--- src/rtl/muldiv_pkg.sv ---
// Shared definitions for the HI/LO multiply/divide controller: op codes,
// FSM state encodings and divider iteration count.
package muldiv_pkg;

  typedef enum logic [2:0] {
    MD_MULT  = 3'd0,
    MD_MULTU = 3'd1,
    MD_DIV   = 3'd2,
    MD_DIVU  = 3'd3,
    MD_MFHI  = 3'd4,
    MD_MFLO  = 3'd5,
    MD_MTHI  = 3'd6,
    MD_MTLO  = 3'd7
  } md_op_e;

  typedef enum logic [1:0] {
    ST_IDLE = 2'd0,
    ST_MUL  = 2'd1,
    ST_DIV  = 2'd2
  } md_state_e;

  localparam int DIV_ITERS = 32;
  localparam int DIV_CNT_W = $clog2(DIV_ITERS);

  function automatic logic [31:0] magnitude(input logic [31:0] x, input logic neg);
    return neg ? -x : x;
  endfunction

endpackage

--- src/rtl/muldiv_ctrl_div_iter.sv ---
// Radix-2 restoring divider core on unsigned magnitudes, one quotient bit per
// cycle; quotient/remainder are presented alongside done for same-edge capture.
module div_iter
  import muldiv_pkg::*;
(
  input  logic        clk,
  input  logic        resetn,
  input  logic        start,
  input  logic        abort,
  input  logic [31:0] dividend,
  input  logic [31:0] divisor,
  output logic        done,
  output logic [31:0] quotient,
  output logic [31:0] remainder
);

  logic                 run;
  logic [DIV_CNT_W-1:0] cnt;
  logic [31:0]          rem, quo, dvs;
  logic [32:0]          rem_sh;
  logic                 fits;

  always_comb begin
    rem_sh    = {rem, quo[31]};
    fits      = rem_sh >= {1'b0, dvs};
    remainder = fits ? 32'(rem_sh - {1'b0, dvs}) : rem_sh[31:0];
    quotient  = {quo[30:0], fits};
  end

  assign done = run && (cnt == DIV_CNT_W'(DIV_ITERS - 1));

  always_ff @(posedge clk) begin
    if (!resetn) begin
      run <= 1'b0;
      cnt <= '0;
      rem <= '0;
      quo <= '0;
      dvs <= '0;
    end else if (abort) begin
      run <= 1'b0;
      cnt <= '0;
    end else if (start) begin
      run <= 1'b1;
      cnt <= '0;
      rem <= '0;
      quo <= dividend;
      dvs <= divisor;
    end else if (run) begin
      rem <= remainder;
      quo <= quotient;
      cnt <= cnt + 1'b1;
      if (done) run <= 1'b0;
    end
  end

endmodule

--- src/rtl/muldiv_ctrl.sv ---
// HI/LO multiply/divide controller: FSM, HI/LO registers, multiplier pipeline
// and divide sign fixup. MULDIV_EARLY_OUT_EN enables 1-cycle DIV when |rt|>|rs|.
module muldiv_ctrl
  import muldiv_pkg::*;
#(
  parameter int MUL_STAGES = 2
) (
  input  logic        clk,
  input  logic        resetn,
  input  logic        req_valid_i,
  input  logic [2:0]  req_op_i,
  input  logic [31:0] rs_i,
  input  logic [31:0] rt_i,
  input  logic        cancel_i,
  output logic        ready_o,
  output logic        busy_o,
  output logic [31:0] rdata_o,
  output logic [31:0] hi_o,
  output logic [31:0] lo_o
);

`ifdef MULDIV_EARLY_OUT_EN
  localparam logic EARLY_EN = 1'b1;
`else
  localparam logic EARLY_EN = 1'b0;
`endif

  localparam logic [2:0] MUL_LAST = 3'(MUL_STAGES);

  md_state_e   state;
  md_op_e      op;
  logic [2:0]  mul_cnt;
  logic [63:0] mul_pipe [MUL_STAGES];
  logic [63:0] mul_a, mul_b, mul_prod;
  logic [31:0] rs_q, dvd_mag, dvs_mag, div_quo, div_rem;
  logic        quo_neg_q, rem_neg_q, dz_q, early_q;
  logic        accept, is_signed, is_mul, is_div, rs_neg, rt_neg;
  logic        early_c, div_start, div_done;

  assign op        = md_op_e'(req_op_i);
  assign ready_o   = (state == ST_IDLE) && !cancel_i;
  assign busy_o    = (state != ST_IDLE);
  assign accept    = req_valid_i && ready_o;
  assign is_signed = (op == MD_MULT) || (op == MD_DIV);
  assign is_mul    = (op == MD_MULT) || (op == MD_MULTU);
  assign is_div    = (op == MD_DIV) || (op == MD_DIVU);
  assign rs_neg    = is_signed && rs_i[31];
  assign rt_neg    = is_signed && rt_i[31];

  // Sign-extending to 64 bits lets one unsigned multiply serve both variants.
  assign mul_a    = {{32{rs_neg}}, rs_i};
  assign mul_b    = {{32{rt_neg}}, rt_i};
  assign mul_prod = mul_a * mul_b;

  assign dvd_mag   = magnitude(rs_i, rs_neg);
  assign dvs_mag   = magnitude(rt_i, rt_neg);
  assign early_c   = EARLY_EN && (dvs_mag != 32'd0) && (dvs_mag > dvd_mag);
  assign div_start = accept && is_div && !early_c;

  div_iter u_div (
    .clk       (clk),
    .resetn    (resetn),
    .start     (div_start),
    .abort     (cancel_i),
    .dividend  (dvd_mag),
    .divisor   (dvs_mag),
    .done      (div_done),
    .quotient  (div_quo),
    .remainder (div_rem)
  );

  always_comb begin
    rdata_o = '0;
    if (accept && op == MD_MFHI) rdata_o = hi_o;
    if (accept && op == MD_MFLO) rdata_o = lo_o;
  end

  always_ff @(posedge clk) begin
    if (accept && is_mul) mul_pipe[0] <= mul_prod;
    for (int i = 1; i < MUL_STAGES; i++) mul_pipe[i] <= mul_pipe[i-1];
  end

  always_ff @(posedge clk) begin
    if (!resetn) begin
      state     <= ST_IDLE;
      mul_cnt   <= '0;
      hi_o      <= '0;
      lo_o      <= '0;
      rs_q      <= '0;
      quo_neg_q <= 1'b0;
      rem_neg_q <= 1'b0;
      dz_q      <= 1'b0;
      early_q   <= 1'b0;
    end else begin
      case (state)
        ST_IDLE: begin
          if (accept) begin
            case (op)
              MD_MULT, MD_MULTU: begin
                state   <= ST_MUL;
                mul_cnt <= 3'd1;
              end
              MD_DIV, MD_DIVU: begin
                state     <= ST_DIV;
                rs_q      <= rs_i;
                quo_neg_q <= rs_neg ^ rt_neg;
                rem_neg_q <= rs_neg;
                dz_q      <= (rt_i == 32'd0);
                early_q   <= early_c;
              end
              MD_MTHI: hi_o <= rs_i;
              MD_MTLO: lo_o <= rs_i;
              default: ;
            endcase
          end
        end
        ST_MUL: begin
          if (cancel_i) begin
            state   <= ST_IDLE;
            mul_cnt <= '0;
          end else if (mul_cnt == MUL_LAST) begin
            {hi_o, lo_o} <= mul_pipe[MUL_STAGES-1];
            state        <= ST_IDLE;
            mul_cnt      <= '0;
          end else begin
            mul_cnt <= mul_cnt + 3'd1;
          end
        end
        ST_DIV: begin
          if (cancel_i) begin
            state <= ST_IDLE;
          end else if (div_done || early_q) begin
            state <= ST_IDLE;
            if (dz_q) begin
              lo_o <= 32'hFFFF_FFFF;
              hi_o <= rs_q;
            end else if (early_q) begin
              lo_o <= '0;
              hi_o <= rs_q;
            end else begin
              lo_o <= quo_neg_q ? -div_quo : div_quo;
              hi_o <= rem_neg_q ? -div_rem : div_rem;
            end
          end
        end
        default: state <= ST_IDLE;
      endcase
    end
  end

endmodule

--- config.mk ---
export PLATFORM = sky130hd
export DESIGN_NAME = muldiv_ctrl
export DESIGN_NICKNAME = d
export VERILOG_FILES = /design/src/rtl/muldiv_pkg.sv /design/src/rtl/muldiv_ctrl_div_iter.sv /design/src/rtl/muldiv_ctrl.sv
export SDC_FILE = /design/constraint.sdc
export NUM_CORES = 2
export LEC_CHECK = 0
export BUFFER_PORTS_ARGS = -buffer_cell sky130_fd_sc_hd__buf_2
export CAP_MARGIN = 20
export CORE_AREA = 4 4 375 284
export DETAILED_ROUTE_END_ITERATION = 6
export DIE_AREA = 0 0 379 288
export PLACE_DENSITY_LB_ADDON = 0.08
export SKIP_LAST_GASP = 1
export SYNTH_ARGS = -nofsm -noshare
export SYNTH_HDL_FRONTEND = slang
export SYNTH_SLANG_ARGS = --single-unit
--- constraint.sdc ---
create_clock -name clk -period 9.72 [get_ports clk]
set_input_delay 0.486 -clock clk [delete_from_list [all_inputs] [get_ports clk]]
set_output_delay 0.486 -clock clk [all_outputs]
set_load 0.03 [all_outputs]
Word level (Yosys, flattened, before mapping)
Memories as Yosys holds them, arrays and structs flattened.
Cells that the tools add are included.
{"block": "word_totals", "regBits": 206, "ram_bits": 128, "output_inout_bits": 98, "word_cells": 123, "n_memories": 1}
{"name": "mul_pipe", "depth": 2, "width": 64, "read_ports": 2, "rd_ports_with_merged_regs": 0, "wr": 2, "line_no": "muldiv_ctrl.sv:33", "source": "logic [63:0] mul_pipe [MUL_STAGES];"}
{"block": "op_classes", "add_sub_neg": 7, "mul": 1, "magnitude_cmp": 1, "n_eq_ne": 22, "muxes": 44, "n_bitwise": 3, "reduce_logical": 31}
{"operator": "two-way mux 32 bit", "n": 25}
{"operator": "case mux 32 bit (3 select lines)", "n": 2}
{"operator": "negator 32 bit", "n": 4}
{"operator": "multiplier 33 x 33 -> 64 bit", "n": 1}
{"operator": "greater-or-equal comparator 33 x 32 -> 1 bit", "n": 1}
{"operator": "zero test 32 bit", "n": 1}
{"operator": "subtractor 32 bit", "n": 1}
{"operator": "AND reduction 7 bit", "n": 2}
{"operator": "== test 3 bit, second input constant", "n": 4}
{"operator": "two-way mux 3 bit", "n": 4}
{"operator": "two-way mux 2 bit", "n": 5}
{"operator": "inequality test 2 bit, second input constant", "n": 5}
{"operator": "== test 3 x 2 -> 1 bit, second input constant", "n": 3}
{"operator": "logical AND 1 bit", "n": 9}
{"operator": "inequality test 2 x 1 -> 1 bit, second input constant", "n": 3}
{"operator": "inequality test 3 bit, second input constant", "n": 2}
{"operator": "case mux 2 bit (3 select lines)", "n": 1}
{"operator": "case mux 3 bit (2 select lines)", "n": 1}
{"operator": "AND reduction 3 bit", "n": 2}
{"operator": "nonzero test 2 bit", "n": 3}
{"operator": "OR reduction 2 bit", "n": 3}
{"operator": "adder 5 x 1 -> 5 bit, second input constant", "n": 1}
{"operator": "== test 5 bit, second input constant", "n": 1}
{"operator": "two-way mux 1 bit", "n": 5}
{"operator": "other kinds (16)", "n": 20}

Logic depth before layout (Yosys ltp)
{"block": "depth", "ltp_word": 8, "depth_mapped": 34}

By module
From an unflattened synthesis, not the netlist that was laid out.
{"block": "hier_totals", "cells_unflattened": 6326, "area_unflattened_um2": 56081.3}
{"mod": "muldiv_ctrl", "instances": 1, "cells_each": 5536, "area_per_inst_um2": 49471.2, "seq_area_each_um2": 5285.1}
{"mod": "div_iter", "instances": 1, "cells_each": 790, "area_per_inst_um2": 6610.1, "seq_area_each_um2": 2042.0}

Worst setup path after synthesis
OpenSTA, ideal clock, no wires.
{"block": "synth_timing", "path_type": "in2reg", "from": "input port req_op_i[0]", "to": "memory mul_pipe[0][58] (data pin)", "setup_time_ns": 0.270, "arrival_ns": 8.568, "t_required_ns": 9.450, "slack_ns": 0.882, "path_stages": 32, "path_buffers": 4, "cell_sequence": "clkbuf_1 > nor2_1 > and2_1 > clkbuf_1 > clkbuf_1 > buf_1 > nand2_1 > inv_1 > fa_1 > inv_1 > fa_1 > inv_1 > fa_1 > inv_1 > fa_1 > fa_1 > fa_1 > fa_1 > inv_1 > fa_1 > ha_1 > a21oi_1 > o21ai_0 > a21o_1 > a21o_1 > a21o_1 > a221oi_1 > o21ai_0 > a221o_1 > nand3_1 > a311oi_1 > xor2_1"}
{"item": "from (decl)", "line_no": "muldiv_ctrl.sv:11", "source": "input logic [2:0] req_op_i,"}
{"item": "to (decl)", "line_no": "muldiv_ctrl.sv:33"}

==> impl_metrics.toml <==
[clock_tree]
insertion_delay_ns = 0.54
cts.sinks = 334
cts_buffer_depth = 3
cts_resized = 0
path_clk_slew_ns = 0.07
cts_hold_buf = 0
numCtsBuffers = 34
cts_setup_buffers = 0
h-tree-depth = 2
tritoncts = "yes"
clockRootBuffer = "clkbuf_16"

[grt]
grt_pass1_wl_um = 276600
grt_max_degree = 111
grt_pass1_vias = 45920
grt_overflow = 0
grt_antenna_before_repair = 20
grt_use_total_pct = 33.27

[job]
cap_violations = 0

[hold_path]
hold_class = "primary input to register"

[yosys]
synth.area.top_cells = "fa_1, dfxtp_1, inv_1, nand2_1, ha_1"
synth_cell_types = 89
synth-seq-cells = 334
synth_edf_count = 64
synth_area_leader_cell = "fa_1"
ys_top_cells_by_count = "inv_1, fa_1, nand2_1"
synthCells = 6458
synthMostInstantiatedCell = "inv_1"
syn-num-nets = 7909
yosysWarnings = 0
synth_top_area_share_pct = 40.07
synth_area_sq_um = 56250
synth-main-ff-cell = "dfxtp_1"
ys_seq_area_share_pct = 13.03
async_reset_ff_share_pct = 0
syn_area_per_cell_sq_um = 8.710

[critical_path]
worst_setup_path_end_kind = "register"
critPathKind = "primary input to register"
start_kind = "primary input"
cpPeakStageDelay_ns = 0.55
crit_required_ns = 10.00
crit_fanout = 10
critPathSlowestCell = "fa_1"
cp_common_cell = "fa_1"
arrival_ns = 9.24

[floorplanning]
core_region_area_sq_um = 102900
dieArea_sq_um = 109200
io_pins = 169
start_util_pct = 54.68
rows = 102
die_h_um = 288
die_w_um = 379

[final_layout]
fin_util_pct = 57.61
final_nets = 7804
drive_gt1_share_pct = 5.990
area_delta_synth_final_pct = 5.356
instances_no_fill = 7744

[timing]
slew_viol_final = 0
whs_ns = 0.3007
tns_ns = 0
worst_slew_pin_slew_ns = 1.342
fmax_mhz = 111.7
rsz0062_at_grt = "no"
skew_ns = 0.01642
maxSlewHeadroom_pct = 10.54
post-route-period-util_pct = 92.13
setup_viol = 0
hold_viol_final = 0
fin_crit_ns = 8.955

[place]
portBuffers = 168
dp_hpwl_um = 141400
place_congestion = 0.9459
dp.cells = 7669

[detailed_routing]
firstDrtPassIters = 7
drc_errors = 13
drt_iter0_markers = 4211
wl_um = 178000
avgRoutedWirePerCell_um = 22.98
vias_per_cell = 5.773
vias = 44710
ant_nets = 0

[status]
failed_checks = "design-rule violations"
status = "finished, violations left"
[cells by family (layout without fill, tap and decap cells)]
group	after synthesis	count (layout)	synth area share, %
simple gates	1996	1996	16.22
buf+inv	1631	1550	11.01
fa+ha+maj	1380	1380	45.72
compound gates	862	862	9.921
flops	334	334	13.03
xor+xnor	199	199	3.099
mux	56	56	1.008
other cells	0	15	0
[state kept, by name, summed over array words and instances, names as in the netlist]
register,count
lo_o,32
u_div.quo,32
rs_q,32
u_div.run,1
dz_q,1
mul_pipe,128
u_div.rem,32
rem_neg_q,1
quo_neg_q,1
hi_o,32
u_div.dvs,32
state,2
u_div.cnt,5
mul_cnt,3
[per-layer routing]
metal	share of wire (%)	routed length, um	GRT usage, %	vias up
li1	-	-	-	19690
met1	43	75790	47.48	22780
met2	45	80700	52.62	1921
met3	8.3	14840	4.817	314
met4	3.7	6626	10.70	2
met5	0.0067	12	0	-
[final cells by class]
class | count | area (sq um)
repair buffers | 280 | 1707
flip-flops and latches | 334 | 7327
well taps | 1352 | 1692
clock buffers | 46 | 1010
clock inverters | 14 | 165.2
diodes | 15 | 37.54
fillers | 9443 | 43600
inverters | 1210 | 4547
multi-input cells | 4493 | 42780
[critical path, delay by kind of cell]
kind                     cells  cell delay, ns
AND/OR/NAND/NOR              4            1.07
adder cells (fa/ha/maj)      9            4.24
buffers and inverters        7            1.36
XOR/XNOR                     1            0.16
AO/OA/AOI/OAI                9            1.90
[metrics by stage]
step / area (sq um) / setup slack [ns]
2_1_floorplan: 56250 / 0.8821
3_3_place_gp: 58050 / 0.4394
3_5_place_dp: 58050 / 0.2246
4_1_cts: 59230 / 0.7584
5_1_grt: 59260 / 0.1959
6_report: 59260 / 0.7654
[placed cells by master (no fill, tap or decap), types with 17 or more instances in the layout]
| cell type | Yosys | routed |
|---|---|---|
| xor2_1 | 60 | 60 |
| buf_2 | 9 | 168 |
| nor2_1 | 355 | 353 |
| a21oi_1 | 257 | 256 |
| o31ai_1 | 32 | 32 |
| edfxtp_1 | 64 | 64 |
| or3_1 | 17 | 17 |
| a221oi_1 | 23 | 23 |
| nor4_1 | 23 | 23 |
| and3_1 | 38 | 37 |
| nand2_1 | 976 | 975 |
| a21o_1 | 52 | 52 |
| a211oi_1 | 74 | 74 |
| inv_1 | 1208 | 1208 |
| nor3_1 | 53 | 52 |
| ha_1 | 254 | 252 |
| nor2b_1 | 19 | 19 |
| o21a_1 | 27 | 27 |
| buf_4 | 5 | 110 |
| and2_1 | 371 | 371 |
| nand3_1 | 48 | 48 |
| fa_1 | 1126 | 1126 |
| nand2b_1 | 25 | 25 |
| o21ai_0 | 168 | 168 |
| dfxtp_1 | 270 | 270 |
| xnor2_1 | 139 | 139 |
| a31oi_1 | 44 | 44 |
| nand4_1 | 21 | 21 |
| o211ai_1 | 30 | 30 |
| a22oi_1 | 19 | 19 |
| mux2i_1 | 51 | 51 |
| clkbuf_16 | 0 | 37 |
[path summary, 6_finish.rpt]
kind / from / to / slack (ns) / cells after the start
min reg2reg: mul_pipe[0][34] / mul_pipe[0][98] / 0.34 / 0
min: cancel_i / u_div.run / 0.30 / 2
max: req_op_i[2] / mul_pipe[0][58] / 0.77 / 30
max reg2reg: u_div.rem[7] / hi_o[6] / 3.20 / 18
Power is left out: the tool's default activity adds up to more than one toggle a clock period on the data nets, which glitch-free logic cannot reach.
